## config.mk

```make
export PLATFORM = sky130hd
export DESIGN_NAME = biriscv_mulf_unit
export DESIGN_NICKNAME = d
export VERILOG_FILES = /design/src/rtl/biriscv_mulf_unit_pkg.sv /design/src/rtl/biriscv_mulf_unit_round_sat.sv /design/src/rtl/biriscv_mulf_unit.sv
export SDC_FILE = /design/constraint.sdc
export NUM_CORES = 1
export LEC_CHECK = 0
export CAP_MARGIN = 40
export CORE_MARGIN = 2
export CORE_UTILIZATION = 65
export DETAILED_ROUTE_END_ITERATION = 7
export PLACE_DENSITY_LB_ADDON = 0.1
export RECOVER_POWER = 50
export SLEW_MARGIN = 30
export SYNTH_ARGS = -nofsm -noshare
export SYNTH_HDL_FRONTEND = slang
export SYNTH_SLANG_ARGS = --single-unit
```

## constraint.sdc

```tcl
create_clock -name clk_i -period 15.86 [get_ports clk_i]
set_input_delay 3.172 -clock clk_i [delete_from_list [all_inputs] [get_ports clk_i]]
set_output_delay 3.172 -clock clk_i [all_outputs]
set_load 0.02 [all_outputs]
```

## src/rtl/biriscv_mulf_unit_pkg.sv

```systemverilog
// Shared encodings and Q16.16 constants for the MULF execution unit.
package biriscv_mulf_unit_pkg;

   // MULF lives in the custom-0 opcode space: funct7=0000001, funct3=000.
   localparam logic [31:0] INST_MULF      = 32'h0200_000b;
   localparam logic [31:0] INST_MULF_MASK = 32'hfe00_707f;

   typedef enum logic [1:0] {
      MULF_IDLE = 2'd0,
      MULF_RUN  = 2'd1,
      MULF_DONE = 2'd2
   } mulf_state_e;

   localparam int unsigned FRAC_BITS  = 16;
   localparam logic [63:0] ROUND_BIAS = 64'h0000_0000_0000_8000;
   localparam logic [31:0] SAT_POS    = 32'h7fff_ffff;
   localparam logic [31:0] SAT_NEG    = 32'h8000_0000;

   function automatic logic is_mulf(input logic [31:0] inst);
      return (inst & INST_MULF_MASK) == INST_MULF;
   endfunction

   // Magnitude as unsigned; 0x80000000 maps to 2^31.
   function automatic logic [31:0] abs32(input logic [31:0] v);
      return v[31] ? (~v + 32'd1) : v;
   endfunction

endpackage

```

## src/rtl/biriscv_mulf_unit_round_sat.sv

```systemverilog
// Rounds a 64-bit Q32.32 magnitude to Q16.16 (half away from zero), applies
// the sign and saturates to the signed 32-bit range.
module biriscv_mulf_round_sat
   import biriscv_mulf_unit_pkg::*;
(
   input  logic [63:0] mag_i,
   input  logic        neg_i,
   output logic [31:0] value_o
);

   logic [63:0] biased_w;
   logic [63:0] rounded_w;

   // Rounding the magnitude before negating gives half-away-from-zero for free.
   always_comb begin
      biased_w  = mag_i + ROUND_BIAS;
      rounded_w = biased_w >> FRAC_BITS;
      value_o   = '0;
      if (!neg_i) begin
         if (rounded_w > {32'd0, SAT_POS}) value_o = SAT_POS;
         else                              value_o = rounded_w[31:0];
      end else begin
         if (rounded_w > {32'd0, SAT_NEG}) value_o = SAT_NEG;
         else                              value_o = ~rounded_w[31:0] + 32'd1;
      end
   end

endmodule

```

## src/rtl/biriscv_mulf_unit.sv

```systemverilog
// Iterative signed Q16.16 multiply unit for MULF: shift-add on magnitudes,
// BITS_PER_CYCLE multiplier bits per iteration, one operation in flight.
module biriscv_mulf_unit
   import biriscv_mulf_unit_pkg::*;
#(
   parameter int unsigned BITS_PER_CYCLE = 4
) (
   input  logic        clk_i,
   input  logic        rst_i,
   input  logic        opcode_valid_i,
   input  logic [31:0] opcode_opcode_i,
   input  logic [31:0] opcode_ra_operand_i,
   input  logic [31:0] opcode_rb_operand_i,
   input  logic [4:0]  opcode_rd_idx_i,
   input  logic        hold_i,
   input  logic        flush_i,
   output logic        writeback_valid_o,
   output logic [31:0] writeback_value_o,
   output logic [4:0]  writeback_rd_idx_o,
   output logic        stall_o
);

   localparam int unsigned ITER  = 32 / BITS_PER_CYCLE;
   localparam int unsigned CNT_W = 6;
   localparam logic [CNT_W-1:0] LAST_ITER = CNT_W'(ITER - 1);

   mulf_state_e      state_q, state_d;
   logic [CNT_W-1:0] cnt_q, cnt_d;
   logic [63:0]      a_q, a_d;
   logic [31:0]      b_q, b_d;
   logic [63:0]      acc_q, acc_d;
   logic             neg_q, neg_d;
   logic [4:0]       rd_q, rd_d;
   logic             wb_valid_q, wb_valid_d;
   logic [31:0]      wb_value_q, wb_value_d;
   logic [4:0]       wb_rd_q, wb_rd_d;

   logic [63:0]      partial_w;
   logic [63:0]      acc_sum_w;
   logic [31:0]      result_w;

   // a_q is pre-shifted each iteration, so the partial product needs no offset.
   assign partial_w = a_q * {{(64-BITS_PER_CYCLE){1'b0}}, b_q[BITS_PER_CYCLE-1:0]};
   assign acc_sum_w = acc_q + partial_w;

   biriscv_mulf_round_sat u_round_sat (
      .mag_i   (acc_sum_w),
      .neg_i   (neg_q),
      .value_o (result_w)
   );

   always_comb begin
      state_d    = state_q;
      cnt_d      = cnt_q;
      a_d        = a_q;
      b_d        = b_q;
      acc_d      = acc_q;
      neg_d      = neg_q;
      rd_d       = rd_q;
      wb_valid_d = wb_valid_q;
      wb_value_d = wb_value_q;
      wb_rd_d    = wb_rd_q;
      case (state_q)
         MULF_IDLE: begin
            if (opcode_valid_i && !flush_i && is_mulf(opcode_opcode_i)) begin
               a_d     = {32'd0, abs32(opcode_ra_operand_i)};
               b_d     = abs32(opcode_rb_operand_i);
               neg_d   = opcode_ra_operand_i[31] ^ opcode_rb_operand_i[31];
               rd_d    = opcode_rd_idx_i;
               acc_d   = '0;
               cnt_d   = '0;
               state_d = MULF_RUN;
            end
         end
         MULF_RUN: begin
            if (flush_i) begin
               state_d = MULF_IDLE;
            end else begin
               acc_d = acc_sum_w;
               a_d   = a_q << BITS_PER_CYCLE;
               b_d   = b_q >> BITS_PER_CYCLE;
               cnt_d = cnt_q + 1'b1;
               if (cnt_q == LAST_ITER) begin
                  wb_valid_d = 1'b1;
                  wb_value_d = result_w;
                  wb_rd_d    = rd_q;
                  state_d    = MULF_DONE;
               end
            end
         end
         MULF_DONE: begin
            // Flush wins over hold: the result is dropped even if writeback stalls.
            if (flush_i || !hold_i) begin
               wb_valid_d = 1'b0;
               state_d    = MULF_IDLE;
            end
         end
         default: begin
            wb_valid_d = 1'b0;
            state_d    = MULF_IDLE;
         end
      endcase
   end

   always_ff @(posedge clk_i) begin
      if (rst_i) begin
         state_q    <= MULF_IDLE;
         cnt_q      <= '0;
         a_q        <= '0;
         b_q        <= '0;
         acc_q      <= '0;
         neg_q      <= 1'b0;
         rd_q       <= '0;
         wb_valid_q <= 1'b0;
         wb_value_q <= '0;
         wb_rd_q    <= '0;
      end else begin
         state_q    <= state_d;
         cnt_q      <= cnt_d;
         a_q        <= a_d;
         b_q        <= b_d;
         acc_q      <= acc_d;
         neg_q      <= neg_d;
         rd_q       <= rd_d;
         wb_valid_q <= wb_valid_d;
         wb_value_q <= wb_value_d;
         wb_rd_q    <= wb_rd_d;
      end
   end

   assign writeback_valid_o  = wb_valid_q;
   assign writeback_value_o  = wb_value_q;
   assign writeback_rd_idx_o = wb_rd_q;
   assign stall_o            = (state_q != MULF_IDLE);

endmodule

```

[Word level (Yosys, flattened, before mapping)]
Index checks and enable logic that the tools add are counted.
Word-level totals
  bits in registers: 212
  output and inout bits: 39
Cells by class
  add/sub/neg operators: 6
  multipliers: 1
  magnitude comparators: 2
  eq/ne operators: 9
  multiplexer cells: 26
  bitwise logic cells: 6
  reductions and logical operators: 13
Operators with widths (count)
  64-bit two-way mux: 4
  64-bit one-hot mux with 2 select lines: 2
  32-bit two-way mux: 7
  32-bit by 1-bit adder with 32-bit output, second input constant: 3
  32-bit NOT: 3
  64-bit by 16-bit adder with 64-bit output, second input constant: 1
  64-bit adder: 1
  64-bit by 4-bit multiplier with 64-bit output: 1
  32-bit one-hot mux with 2 select lines: 1
  48-bit by 31-bit greater-than comparator with 1-bit output, second input constant: 1
  48-bit by 32-bit greater-than comparator with 1-bit output, second input constant: 1
  17-bit by 11-bit equality test with 1-bit output, second input constant: 1
  6-bit two-way mux: 2
  6-bit one-hot mux with 2 select lines: 1
  3-bit AND reduction: 3
  2-bit two-way mux: 4
  2-bit != test, second input constant: 4
  6-bit by 1-bit adder with 6-bit output, second input constant: 1
  6-bit by 3-bit equality test with 1-bit output, second input constant: 1
  2-bit one-hot mux with 3 select lines: 1
  4-bit AND reduction: 1
  2-bit nonzero test: 2
  1-bit two-way mux: 3
  3-bit != test, second input constant: 1
  10 further kinds: 13

[Depth between registers and ports, before layout]
  word-level depth: 7
  mapped depth: 31

[Cells and area by module]
A second synthesis with hierarchy kept.
Second synthesis, totals
  cells, all modules: 2849
  area total of the unflattened synthesis: 22173.8 µm²
By module, submodules not included
  biriscv_mulf_unit: times used 1, cells each 2401, area an instance 19048.3 µm²
  biriscv_mulf_round_sat: times used 1, cells each 448, area an instance 3125.5 µm²

[Worst setup path before layout]
No wires, ideal clock.
  path kind: register to register
  from: register b_q[2]
  to: register wb_value_q[19], in the netlist writeback_value_o[19]
  arrival: 7577 ps
  path slack: 8203 ps
  cell stages (with the launch flop): 28
  period minus slack after synthesis: 7657 ps
  path through: dfxtp_1 -> clkbuf_1 -> clkbuf_1 -> and2_1 -> fa_1 -> fa_1 -> inv_1 -> fa_1 -> inv_1 -> ha_1 -> buf_2 -> a21oi_1 -> o21ai_0 -> or3_1 -> o31ai_2 -> xnor2_2 -> nand3_2 -> or4b_1 -> clkbuf_1 -> nor4_1 -> mux2_2 -> o31ai_1 -> nand3_1 -> nor4_4 -> o2111ai_2 -> a21o_1 -> buf_6 -> a211oi_2
On the way
  longest elaborated chain between the ends: 7
RTL lines
  start: declaration: line biriscv_mulf_unit.sv:30  | logic [31:0] b_q, b_d;
  start signal: assignment: line biriscv_mulf_unit.sv:110  | b_q <= '0;
  start signal: assignment: line biriscv_mulf_unit.sv:121  | b_q <= b_d;
  64-bit by 4-bit multiplier with 64-bit output (*): line biriscv_mulf_unit.sv:43  | assign partial_w = a_q * {{(64-BITS_PER_CYCLE){1'b0}}, b_q[BITS_PER_CYCLE-1:0]};
  64-bit adder (*): line biriscv_mulf_unit.sv:44  | assign acc_sum_w = acc_q + partial_w;
  64-bit by 16-bit adder with 64-bit output (*): line biriscv_mulf_unit_round_sat.sv:16  | biased_w = mag_i + ROUND_BIAS;
  32-bit NOT: line biriscv_mulf_unit_round_sat.sv:24  | else value_o = ~rounded_w[31:0] + 32'd1;
  32-bit by 1-bit adder with 32-bit output: line biriscv_mulf_unit_round_sat.sv:24
  32-bit two-way mux: line biriscv_mulf_unit_round_sat.sv:23  | if (rounded_w > {32'd0, SAT_NEG}) value_o = SAT_NEG;
  32-bit two-way mux (*): line biriscv_mulf_unit_round_sat.sv:19  | if (!neg_i) begin
  end signal: assignment: line biriscv_mulf_unit.sv:126  | wb_value_q <= wb_value_d;
  end: declaration: line biriscv_mulf_unit.sv:35  | logic [31:0] wb_value_q, wb_value_d;
Mark *: on every way between the ends. The rest lies on a longest branch, timed or not.
A chain may end at the register's enable or synchronous reset.

[Worst setup path in the final report]
  from: register b_q[2]
  to: register wb_value_q[7], in the netlist writeback_value_o[7]
Same word-level chain as after synthesis.

==> run_results.csv <==
group,metric,value,unit
global_routing,grt_overflow_total,0,
synth,ys_ff_latch,212,
placement,dpl.hpwl,51.7,mm
timing,fin_crit,9.38,ns
cts,clk_latency,0.56,ns
die,die_h,191,um
timing,worstMarginPinSlew,3.37,ns
finish,nNetsFinal,3281,
critical_path,start_kind,"flip-flop",
run_status,run_status,"finished, violations left",
critical_path,reg2reg_to,"writeback_value_o[7]$_SDFFE_PP0P_",
placement,io_buffers,129,
die,start_util,65.8,%
synth,synth_nets,3272,
cts,post_cts_buffers,0,
power,ir_worst_vdd,0.0737,mV
cts,htree_levels,1,
cts,root_buffer,"clkbuf_16",
synth,yosys.area.top_type_share,18.8,%
die,die-area,36300,um2
die,design.core.area,34400,um2
timing,rsz0062_at_grt,"no",
timing,period_share,59.1,%
synth,syn-instance-count,2911,
timing,slew_viol_final,288,
synth,synth_edf_count,0,
detailed_routing,wl,69.0,mm
cts,hold_buffers,0,
global_routing,grt_max_degree,82,
cts,cts.clk_slew.worst_paths,0.06,ns
global_routing,grt_first_pass_wirelength,110,mm
critical_path,cp_max_fo,63,
critical_path,critPathKind,"flip-flop to flip-flop",
timing,setup_viol,0,
cts,ctsResizeCount,0,
detailed_routing,dr.pass1.iters,6,
synth,ys_top_cells_by_count,"nand2_1, a21oi_1, nor2_1",
synth,synth_top_cell_by_area,"dfxtp_1",
die,die_x,191,um
synth,synth_most_common_cell,"nand2_1",
detailed_routing,wl_per_cell,20.3,um
placement,dp_worst_setup_slack,6.77,ns
timing,skew,0.0209,ns
global_routing,antenna_found_initial,0,
placement,gp_congestion,1.00,
finish,drive_above_1_share,5.31,%
cts,cts_num_sinks,212,
critical_path,crit_end,"writeback_value_o[7]$_SDFFE_PP0P_",
synth,yosysSeqAreaShare,18.8,%
detailed_routing,antenna_left,0,
run_status,violations,"capacitance limit, slew limit",
run,drv_cap,7,
detailed_routing,vias,22100,
timing,final_hold_viol_count,0,
worst_hold_path,hp-class,"flip-flop to flip-flop",
timing,fmax,107,MHz
detailed_routing,remaining_drc_errors,0,
power,p_leak,10.2,nW
die,row_count,68,
global_routing,grt_pass1_vias,21300,
timing,slew_headroom,-125,%
die,io_pins,145,
synth,ys.flop_type,"dfxtp_1",
cts,cts_buffers,25,
critical_path,critPathRequiredTime,16.32,ns
cts,cts_tree,"built",
finish,n_antenna_cell,0,
critical_path,r2r_setup_slack,6.48,ns
cts,clockBufferDepth,3,
critical_path,reg2reg_depth,23,
critical_path,worstPathArrival,9.84,ns
timing,fin_hold_ws,0.452,ns
global_routing,grt_use_total,37.6,%
synth,synth.avg_cell_area,7.77,um2
synth,async_flop_share,0,%
detailed_routing,drt_iter0_drc,2088,
critical_path,timing.rr.start,"b_q[2]$_SDFFE_PP0P_",
detailed_routing,viasPerCell,6.52,
synth,syn_area,22600,um2
timing,tns,0,ns
power,powerDensity,51.1,nW/um2
critical_path,startpoint,"b_q[2]$_SDFFE_PP0P_",
critical_path,endpoint_kind,"flip-flop",
synth,synthTopCellsByArea,"dfxtp_1, fa_1, and2_1, a21oi_1, nand2_1",
synth,synth_cell_type_count,99,
finish,area_growth,10.5,%
timing,setup_ws,6.48,ns
synth,yosys_warnings,0,
==> placed cells by master (no fill, tap or decap), types with 12 or more instances in the layout <==
cell type / netlist / routed
a211oi_1: 42 / 42
a211oi_2: 16 / 16
a21o_1: 25 / 24
a21oi_1: 248 / 248
a22oi_1: 54 / 54
a31oi_1: 14 / 14
and2_1: 209 / 209
and3_1: 13 / 13
buf_4: 3 / 21
clkbuf_16: 0 / 25
clkdlybuf4s50_1: 0 / 87
dfxtp_1: 212 / 212
dlygate4sd3_1: 0 / 41
fa_1: 182 / 182
ha_1: 73 / 73
inv_1: 185 / 185
mux2i_1: 13 / 13
nand2_1: 329 / 329
nand3_1: 124 / 124
nand4_1: 70 / 70
nor2_1: 231 / 229
nor3_1: 62 / 62
nor4_1: 23 / 22
o211ai_1: 21 / 21
o21a_1: 20 / 20
o21ai_0: 94 / 94
o22ai_1: 16 / 16
o31ai_1: 29 / 29
o41ai_1: 12 / 12
or3_1: 25 / 25
or4_1: 17 / 16
xnor2_1: 99 / 99
xor2_1: 67 / 67
==> through the flow <==
stage                     area, um2  utilization (%)  total power, mW  instances
after floorplan               22600                -            0.574       2911
after global placement        23900             69.7            0.606       3337
after detailed placement      24000             69.9            0.608       3345
after CTS                     25000             72.7             1.27       3391
after global routing          25000             72.7             1.30       3394
final                         25000             72.7             1.28       3394
==> worst min-delay path by stage <==
stage | from | end | slack, ns | depth (start not counted)
3_3_place_gp | rd_q[4]$_SDFFE_PP0P_ | writeback_rd_idx_o[4]$_SDFFE_PP0P_ | 0.44 | 2
5_1_grt | acc_q[7]$_SDFFE_PP0P_ | acc_q[7]$_SDFFE_PP0P_ | 0.47 | 2
6_report | b_q[1]$_SDFFE_PP0P_ | b_q[1]$_SDFFE_PP0P_ | 0.45 | 2
3_5_place_dp | writeback_value_o[2]$_SDFFE_PP0P_ | writeback_value_o[2]$_SDFFE_PP0P_ | 0.45 | 2
2_1_floorplan | acc_q[2]$_SDFFE_PP0P_ | acc_q[2]$_SDFFE_PP0P_ | 0.43 | 2
4_1_cts | b_q[1]$_SDFFE_PP0P_ | b_q[1]$_SDFFE_PP0P_ | 0.45 | 2
==> critical path, cell delays in order, from the launching register on <==
cell and delay (ns):
dfxtp_1 0.30, buf_4 0.49, and2_1 0.24, fa_1 0.45
fa_1 0.55, inv_1 0.05, fa_1 0.53, inv_1 0.05
ha_1 0.44, nand4_1 0.15, a21oi_1 0.56, o21ai_0 0.35
a2111oi_2 0.68, or3_1 0.23, nand4_1 0.12, or4b_1 0.65
nor4_1 0.63, mux2_2 0.43, o31ai_1 0.43, nand3_1 0.32
nor4_4 0.33, o2111ai_2 0.34, a21o_2 0.56, a211oi_1 0.31
==> flip-flops by register name, indices dropped and copies added, names as in the netlist, 2 cells and up <==
name,count
acc_q,64
b_q,32
a_q,64
state_q,2
writeback_value_o,32
writeback_rd_idx_o,5
rd_q,5
cnt_q,6
==> cells by family after synthesis <==
group | Yosys count | share of synthesized area, %
AOI/OAI and AO/OA | 705 | 20.8
xor gates and xnor gates | 170 | 6.74
adders and majority gates | 255 | 20.1
buffers and inverters | 367 | 6.39
DFF | 212 | 18.8
muxes | 15 | 0.675
and+or+nand+nor | 1187 | 26.4
==> report_power, final <==
group / internal, mW / switching (mW)
sequential: 0.532 / 0.000000560
combinational: 0.0331 / 0.0321
clock: 0.422 / 0.257
==> metal layers <==
layer,wire [um],global-route usage [%],vias up
met5,0,0,-
met4,1880,11.2,0
met3,6840,7.23,149
met2,31000,59.7,1146
met1,29300,52.2,10600
li1,-,-,10200
==> cell type report <==
| type | instances | area, um2 |
|---|---|---|
| Multi-Input combinational cell | 2332 | 17000 |
| Timing Repair Buffer | 164 | 1570 |
| Tap cell | 455 | 569 |
| Sequential cell | 212 | 4240 |
| Clock buffer | 30 | 684 |
| Inverter | 185 | 694 |
| Fill cell | 2630 | 9380 |
| Clock inverter | 16 | 274 |
(Power assumes the default switching activity.)
